## config.mk

```make
export PLATFORM = sky130hd
export DESIGN_NAME = fxp2float_flex_pipe
export DESIGN_NICKNAME = d
export VERILOG_FILES = /design/src/rtl/fxp2float_flex_pipe.sv
export SDC_FILE = /design/constraint.sdc
export NUM_CORES = 1
export LEC_CHECK = 0
export ABC_CLOCK_PERIOD_IN_PS = 4200
export BUFFER_PORTS_ARGS = -buffer_cell sky130_fd_sc_hd__buf_2
export CAP_MARGIN = 40
export CORE_ASPECT_RATIO = 0.75
export CORE_UTILIZATION = 53
export DETAILED_ROUTE_END_ITERATION = 16
export GPL_ROUTABILITY_DRIVEN = 0
export PLACE_DENSITY = 0.79
export SETUP_SLACK_MARGIN = 0.15
export SYNTH_ARGS = -nofsm -noshare
export SYNTH_HDL_FRONTEND = slang
export SYNTH_SLANG_ARGS = --single-unit
```

## constraint.sdc

```tcl
create_clock -name clk -period 4.2 [get_ports clk]
set_input_delay 0 -clock clk [delete_from_list [all_inputs] [get_ports clk]]
set_output_delay 0 -clock clk [all_outputs]
set_load 0.005 [all_outputs]
```

## src/rtl/fxp2float_flex_pipe.sv

```systemverilog
// rtl/fxp2float_flex_pipe.sv - streaming signed fixed-point to custom float converter
// Stages: sign/magnitude, leading-one normalise, round/pack/flag; a stage stalls only when full and blocked.
module fxp2float_flex_pipe #(
  parameter int WII   = 16,
  parameter int WIF   = 16,
  parameter int EW    = 8,
  parameter int MW    = 23,
  parameter int ROUND = 1
) (
  input  logic               clk,
  input  logic               rstn,
  input  logic               in_valid,
  output logic               in_ready,
  input  logic [WII+WIF-1:0] in,
  output logic               out_valid,
  input  logic               out_ready,
  output logic [EW+MW:0]     out,
  output logic               overflow,
  output logic               underflow
);
  localparam int NI   = WII + WIF;
  localparam int PW   = (NI > 1) ? $clog2(NI) : 1;
  localparam int XW   = NI + MW + 2;
  localparam int BIAS = (1 << (EW - 1)) - 1;
  localparam int EMAX = (1 << EW) - 1;

  logic           s1_v_q, s1_v_d, s1_sign_q, s1_sign_d;
  logic [NI-1:0]  s1_mag_q, s1_mag_d;
  logic           s2_v_q, s2_v_d, s2_sign_q, s2_sign_d, s2_zero_q, s2_zero_d;
  logic [NI-1:0]  s2_norm_q, s2_norm_d;
  logic [PW-1:0]  s2_p_q, s2_p_d;
  logic           s3_v_q, s3_v_d, s3_ovf_q, s3_ovf_d, s3_unf_q, s3_unf_d;
  logic [EW+MW:0] s3_out_q, s3_out_d;

  logic               en1, en2, en3;
  logic [PW-1:0]      lead_p;
  logic [XW-2:0]      ext;
  logic [MW-1:0]      mant;
  logic               guard, sticky, inc;
  logic [MW:0]        mant_r;
  logic signed [31:0] exp_b, exp_r;

  always_comb begin
    en3 = ~s3_v_q | out_ready;
    en2 = ~s2_v_q | en3;
    en1 = ~s1_v_q | en2;
  end

  assign in_ready  = en1;
  assign out_valid = s3_v_q;
  assign out       = s3_out_q;
  assign overflow  = s3_ovf_q;
  assign underflow = s3_unf_q;

  // Most negative input negates to 2^(NI-1), which still fits the unsigned magnitude.
  always_comb begin
    s1_v_d    = s1_v_q;
    s1_sign_d = s1_sign_q;
    s1_mag_d  = s1_mag_q;
    if (en1) begin
      s1_v_d    = in_valid;
      s1_sign_d = in[NI-1];
      s1_mag_d  = in[NI-1] ? -in : in;
    end
  end

  always_comb begin
    lead_p = '0;
    for (int i = 0; i < NI; i++) begin
      if (s1_mag_q[i]) lead_p = PW'(i);
    end
    s2_v_d    = s2_v_q;
    s2_sign_d = s2_sign_q;
    s2_zero_d = s2_zero_q;
    s2_p_d    = s2_p_q;
    s2_norm_d = s2_norm_q;
    if (en2) begin
      s2_v_d    = s1_v_q;
      s2_sign_d = s1_sign_q;
      s2_zero_d = ~|s1_mag_q;
      s2_p_d    = lead_p;
      s2_norm_d = s1_mag_q << (PW'(NI - 1) - lead_p);
    end
  end

  // Hidden bit drops off the top of ext; padding keeps guard/sticky defined when MW >= NI.
  always_comb begin
    ext    = (XW - 1)'({s2_norm_q, {(MW + 2){1'b0}}});
    mant   = ext[XW-2 -: MW];
    guard  = ext[XW-2-MW];
    sticky = |ext[XW-3-MW:0];
    inc    = (ROUND != 0) && guard && (sticky || mant[0]);
    mant_r = {1'b0, mant} + (MW + 1)'(inc);
    exp_b  = 32'(s2_p_q);
    exp_b  = exp_b - WIF + BIAS;
    exp_r  = exp_b + 32'(mant_r[MW]);

    s3_v_d   = s3_v_q;
    s3_out_d = s3_out_q;
    s3_ovf_d = s3_ovf_q;
    s3_unf_d = s3_unf_q;
    if (en3) begin
      s3_v_d   = s2_v_q;
      s3_ovf_d = 1'b0;
      s3_unf_d = 1'b0;
      if (s2_zero_q) begin
        s3_out_d = '0;
      end else if (exp_r >= EMAX) begin
        s3_out_d = {s2_sign_q, {EW{1'b1}}, {MW{1'b0}}};
        s3_ovf_d = 1'b1;
      end else if (exp_r <= 0) begin
        s3_out_d = {s2_sign_q, {(EW + MW){1'b0}}};
        s3_unf_d = 1'b1;
      end else begin
        s3_out_d = {s2_sign_q, exp_r[EW-1:0], mant_r[MW-1:0]};
      end
    end
  end

  always_ff @(posedge clk) begin
    if (!rstn) begin
      s1_v_q    <= 1'b0;
      s1_sign_q <= 1'b0;
      s1_mag_q  <= '0;
      s2_v_q    <= 1'b0;
      s2_sign_q <= 1'b0;
      s2_zero_q <= 1'b0;
      s2_p_q    <= '0;
      s2_norm_q <= '0;
      s3_v_q    <= 1'b0;
      s3_out_q  <= '0;
      s3_ovf_q  <= 1'b0;
      s3_unf_q  <= 1'b0;
    end else begin
      s1_v_q    <= s1_v_d;
      s1_sign_q <= s1_sign_d;
      s1_mag_q  <= s1_mag_d;
      s2_v_q    <= s2_v_d;
      s2_sign_q <= s2_sign_d;
      s2_zero_q <= s2_zero_d;
      s2_p_q    <= s2_p_d;
      s2_norm_q <= s2_norm_d;
      s3_v_q    <= s3_v_d;
      s3_out_q  <= s3_out_d;
      s3_ovf_q  <= s3_ovf_d;
      s3_unf_q  <= s3_unf_d;
    end
  end

endmodule

```

# [Word-level counts from Yosys, hierarchy flattened]
# Index checks and enable logic that the tools add are counted.
[op_classes] mux=40 bitwise=6 reduce_logical=5 shifts=1 addsub=6 n_lt_le_gt_ge=2
[ops] cell="$mux 5" count=30
[ops] cell="$mux 32" count=2
[ops] cell="$mux 31" count=2
[ops] cell="$neg 32->32" count=1
[ops] cell="$reduce_or 32->1" count=1
[ops] cell="$shl 32x5->31" count=1
[ops] cell="$add 23x1->24" count=1
[ops] cell="$add 9x2->10" count=1
[ops] cell="$ge 10x9->1 const B" count=1
[ops] cell="$le 10x1->1 const B" count=1
[ops] cell="$add 6x8->9 const B" count=1
[ops] cell="$reduce_or 7->1" count=1
[ops] cell="$mux 1" count=6
[ops] cell="$sub 5x5->6 const B" count=1
[ops] cell="$sub 5x5->5 const A" count=1
[ops] cell="$not 1->1" count=3
[ops] cell="$or 1x1->1" count=3
[ops] cell="$logic_and 1x1->1" count=1
[ops] cell="$logic_not 1->1" count=1
[ops] cell="$logic_or 1x1->1" count=1
[word_totals] regBits=108 in_bits=36 wordCells=72 output_inout_bits=36

# [Depth between registers and ports, before layout]
[logic_depth] ltp_word=33 ltp_mapped=13 depth_no_buf=13

# [Worst setup path before layout]
# OpenSTA, ideal clock, no wires.
[synth_path] kind="register to register" startpoint="reg s1_mag_q[2]" endpoint="reg s2_norm_q[23]" path_stages_with_launch=12 t_required_ns=4.071 path_slack_ns=1.634 setup_time_ns=0.129 arrival_time_ns=2.437 synth_period_minus_slack_ns=2.566 path_buffers=2 cell_sequence="dfxtp_1 nor2_1 o311ai_0 a31oi_1 o21bai_1 buf_4 buf_4 mux2i_1 mux2i_1 mux2_2 a32oi_1 o211ai_1"
[synth_via] elab_chain_len=32
[synth_lines] element="start: declaration" line_no="28" text="logic [NI-1:0] s1_mag_q, s1_mag_d;"
[synth_lines] element="start signal: assignment" line_no="137" text="s1_mag_q <= s1_mag_d;"
[synth_lines] element="$mux 5 (30 in series)" line_no="70" text="if (s1_mag_q[i]) lead_p = PW'(i);"
[synth_lines] element="$sub 5x5->5" line_no="82" text="s2_norm_d = s1_mag_q << (PW'(NI - 1) - lead_p);"
[synth_lines] element="$shl 32x5->31 *" line_no="82"
[synth_lines] element="end signal: assignment" line_no="142" text="s2_norm_q <= s2_norm_d;"
[synth_lines] element="end: declaration" line_no="30" text="logic [NI-1:0] s2_norm_q, s2_norm_d;"
# Mark *: on every way between the ends. The rest lies on a longest branch, timed or not.
# A chain may end at the register's enable or synchronous reset.

# [Final worst setup path]
[layout_path] startpoint="reg s1_mag_q[2]" endpoint="reg s2_norm_q[22]"
# The elaborated chain is that of the path after synthesis.

==> impl_table.tex <==
\begin{tabular}{lr}
\hline
Metric & Value \\
\hline
\multicolumn{2}{l}{\textbf{Global routing}} \\
\quad Number of global-route vias before repair & 5905 \\
\quad First-pass GRT wire length & 29.51 mm \\
\quad Maximum number of pins on one net before global-route repair & 79 \\
\quad Number of antenna violations at the first check in global routing & 0 \\
\quad Residual overflow from global routing & 0 \\
\quad Overall fraction of global-route tracks in use & 27.92\% \\
\multicolumn{2}{l}{\textbf{Critical path}} \\
\quad Highest-delay cell along the critical path & o21bai\_4 \\
\quad RR Startpoint & s1\_mag\_q[2]\$\_SDFFE\_PN0P\_ \\
\quad CP max FO & 22 \\
\quad Dominant delay contributor by cell family on the critical path & compound AO/OA/AOI/OAI gates \\
\quad Highest cell delay on the worst timing path & 0.61 ns \\
\quad Cell occurring most often along the worst timing path & mux2i\_1 \\
\quad Launch point of the critical path & s1\_mag\_q[2]\$\_SDFFE\_PN0P\_ \\
\quad Element type at the critical path end & register \\
\quad Critical-path cell list & nor2\_1, o311ai\_0, a31oi\_1, o21bai\_4, buf\_4, mux2i\_1, mux2i\_1, mux2i\_1, nand2\_1, a32o\_1 \\
\quad Critical Path RT & 4.44 ns \\
\quad Crit path DAT & 3.74 ns \\
\quad Critical path buffers and inverters & 1 \\
\quad Startpoint Class & register \\
\quad Worst setup path class & reg2reg \\
\multicolumn{2}{l}{\textbf{Floorplanning}} \\
\quad Number of placement rows & 35 \\
\quad Vertical extent of the die & 98.99 um \\
\quad Starting density of the core & 54.21\% \\
\quad Die width & 131.3 um \\
\quad Ports placed on the boundary & 72 \\
\quad Core Footprint & 12260 um2 \\
\quad Die ar. & 13000 um2 \\
\multicolumn{2}{l}{\textbf{Power}} \\
\quad P\_sw & 0.001088 W \\
\quad Net switching fraction of the power & 35.43\% \\
\quad Internal power contribution & 0.001982 W \\
\quad Part of the power in registers & 41.5\% \\
\quad Total power per unit cell area & 410.8 nW/um2 \\
\quad IR Drop Worst-Case VDD & 248.3 uV \\
\quad Leakage & 3.147 nW \\
\quad Part of the total power dissipated in the clock network & 28.0\% \\
\quad Proportion of power drawn by combinational gates & 30.5\% \\
\multicolumn{2}{l}{\textbf{CTS}} \\
\quad Worst-skew pair later-pin latency & 0.36 ns \\
\quad Post CTS Setup Buffer Count & 0 \\
\quad Count of cells resized by post-cts repair & 0 \\
\quad TritonCTS clock tree & built \\
\quad Clock-pin slew of the registers on the worst-case setup and hold paths & 0.07 ns \\
\quad CTS HTree Levels & 3 \\
\quad Clock Tree Root & clkbuf\_16 \\
\quad TritonCTS Buffers & 9 \\
\quad Clk sinks & 108 \\
\quad Maximum clock path buffer count & 2 \\
\multicolumn{2}{l}{\textbf{Timing}} \\
\quad Min Clock Period, post-route & 3.499 ns \\
\quad Max-slew headroom & 43.30\% \\
\quad Final Cycle Share & 83.30\% \\
\quad Minimum hold slack & 0.003112 ns \\
\quad RSZ-0062 raised after global routing & no \\
\quad Transition time of the tightest slew-check pin & 0.8505 ns \\
\quad Count of endpoints failing hold in the final timing report & 0 \\
\quad Count of pins over their slew limit & 0 \\
\quad Final total negative setup slack & 0 ns \\
\quad Final setup vio count & 0 \\
\quad Setup slack after layout & 0.7014 ns \\
\quad Max Clock Freq & 0.2858 GHz \\
\quad Final Skew & 0.009389 ns \\
\multicolumn{2}{l}{\textbf{Min path}} \\
\quad Type of the most critical hold path & in2reg \\
\quad Worst min-delay path startpoint & in[21] \\
\multicolumn{2}{l}{\textbf{Cells and area}} \\
\quad Net count reported at finish & 921 \\
\quad Non-Filler Instances & 1052 \\
\quad Fraction of layout instances using a drive strength above 1 & 14.33\% \\
\quad Multi-input logic area & 4200 um2 \\
\quad Flip-flop and latch area & 2162 um2 \\
\quad Layout filler cell count & 1119 \\
\quad Antenna cells & 0 \\
\quad Area added between synthesis and finish & 12.42\% \\
\multicolumn{2}{l}{\textbf{Detailed routing}} \\
\quad First drt pass iteration count & 6 \\
\quad Number of DRC violations after detailed-routing iteration 0 & 806 \\
\quad Average detailed-routed wire length per instance & 17.05 um \\
\quad DR DRC count & 0 \\
\quad Total wire length after detailed routing & 17.94 mm \\
\quad Drt via density & 6.174 \\
\quad Antenna-violating nets left & 0 \\
\quad Via count & 6495 \\
\multicolumn{2}{l}{\textbf{Yosys}} \\
\quad Fraction of registers with async set/reset & 0\% \\
\quad Synthesized Nets & 872 \\
\quad Cell type contributing the most total cell area after synthesis & dfxtp\_1 \\
\quad Post-Synthesis Cell Area & 6648 um2 \\
\quad Biggest area contributors in the synthesized netlist & dfxtp\_1 (33\%), mux2i\_1 (9.6\%), nor2\_1 (6.2\%) \\
\quad Proportion of synthesized chip area in sequential cells & 32.52\% \\
\quad Post-synth top flop & dfxtp\_1 \\
\quad Flops \& latches, synth & 108 \\
\quad Average size of a mapped cell & 7.990 um2 \\
\quad Top-area cell type share of the netlist area & 32.52\% \\
\quad EDFF count, synth & 0 \\
\quad Count of cell types in the netlist & 69 \\
\quad Synthesized netlist cell count & 832 \\
\quad Synthesis Warnings & 0 \\
\multicolumn{2}{l}{\textbf{Job}} \\
\quad \# Max-Cap Violations & 0 \\
\multicolumn{2}{l}{\textbf{Status}} \\
\quad Result of the run & finished clean \\
\multicolumn{2}{l}{\textbf{Place}} \\
\quad Number of I/O port buffers & 71 \\
\quad HPWL Detailed & 12.77 mm \\
\quad Worst setup timing slack at the placement stage & 0.8843 ns \\
\quad Number of instances in the placed design & 1028 \\
\hline
\end{tabular}
-- cell usage after synthesis (4+ instances only) --
master      n
a211oi_1   23
a21oi_1    45
a22oi_1    30
a32o_1      9
and2_1      4
and3_1     12
buf_2       7
buf_4       6
clkbuf_1   39
dfxtp_1   108
ha_1        4
inv_1      14
mux2_2      9
mux2i_1    64
nand2_1    94
nand2b_1    5
nand3_1    24
nor2_1    109
nor2b_1     6
nor3_1     12
nor3b_1     4
nor4_1      7
o211ai_1    4
o21ai_0    41
o21ai_1     4
o221ai_1    4
o31ai_1     9
o41ai_1     5
or3_1       5
or4_1       8
xnor2_1    23
xor2_1     30
-- repair_timing --
action                                 CTS  global route
endpoints found under the hold margin    8             0
setup endpoints to repair                0             0
hold buffers                             8             0
-- cell families after synthesis --
| family | count (synthesis) | synth area share [%] |
|---|---|---|
| and+or+nand+nor | 302 | 20.91 |
| AOI/OAI and AO/OA | 220 | 22.83 |
| DFF | 108 | 32.52 |
| muxes | 74 | 11.50 |
| buffers and inverters | 71 | 4.498 |
| xor gates and xnor gates | 53 | 6.983 |
| adders and majority gates | 4 | 0.7529 |
-- power by group through the flow --
stage / logic (W) / registers (W) / clock network (W)
final: 0.000937 / 0.00127 / 0.000859
after floorplan: 0.000669 / 0.00125 / 0
after CTS: 0.000907 / 0.00127 / 0.000868
after global placement: 0.000876 / 0.00129 / 0
after global routing: 0.00101 / 0.00129 / 0.000908
after detailed placement: 0.000892 / 0.00129 / 0
-- layout make-up --
cell class              instances  share of cell area (%)
inverters                      16                  0.8036
repair buffers                 93                   7.283
flip-flops and latches        108                   28.93
well taps                     166                   2.779
clock inverters                 6                  0.8036
multi-input cells             653                   56.20
clock buffers                  10                   3.198
-- placed cells by master, fill, tap and decap left out, types with 4 or more instances in the layout --
cell / count
clkbuf_16: 9
o41ai_1: 5
nor4_1: 7
nor3_1: 12
dlygate4sd3_1: 8
dfxtp_1: 108
nor2_1: 109
a32o_1: 9
xor2_1: 30
mux2_2: 9
nor2b_1: 5
o221ai_1: 4
or4_1: 8
nand3_1: 24
and3_1: 12
a22oi_1: 30
buf_4: 13
o21ai_1: 4
nand2_1: 94
a211oi_1: 23
ha_1: 4
and2_1: 4
or3_1: 5
o211ai_1: 4
nand2b_1: 5
mux2i_1: 64
xnor2_1: 23
inv_1: 14
a21oi_1: 45
o31ai_1: 9
buf_2: 71
nor3b_1: 4
o21ai_0: 41
-- metal layers --
metal | routed length [um] | up-vias | part of all wire (%) | GRT usage, %
met3 | 1780 | 58 | 9.9 | 6.996
li1 | - | 3107 | - | -
met4 | 358 | 0 | 2.0 | 8.140
met2 | 7718 | 325 | 43 | 42.72
met5 | 0 | - | 0 | 0
met1 | 8083 | 3005 | 45 | 38.84
-- state kept, by name, indices dropped and copies added (netlist names), 5 cells and up --
signal and count:
out 32, s1_mag_q 32, s2_norm_q 31, s2_p_q 5
-- worst paths after layout --
kind	end	slack [ns]	cells past startpoint
setup / recovery	s2_norm_q[22]$_SDFFE_PN0P_	0.70	10
hold / removal	s1_mag_q[21]$_SDFFE_PN0P_	0.003	3
setup reg to reg	s2_norm_q[22]$_SDFFE_PN0P_	0.70	10
hold reg to reg	s2_sign_q$_SDFFE_PN0P_	0.45	2
-- metrics by stage --
stage	power, W	instance area, um2	util [%]
5_1_grt	0.003207	7473	60.95
4_1_cts	0.003045	7473	60.95
3_5_place_dp	0.002185	7094	57.86
2_1_floorplan	0.001922	6648	-
3_3_place_gp	0.002166	7083	57.77
6_report	0.003070	7473	60.95
-- tightest hold or removal path: cells and delay by family --
| family | cells | cell delay [ns] |
|---|---|---|
| XOR/XNOR | 1 | 0.07 |
| buffers and inverters | 1 | 0.12 |
| AO/OA/AOI/OAI | 1 | 0.12 |
Note: power is estimated with default switching activity, not from simulation.
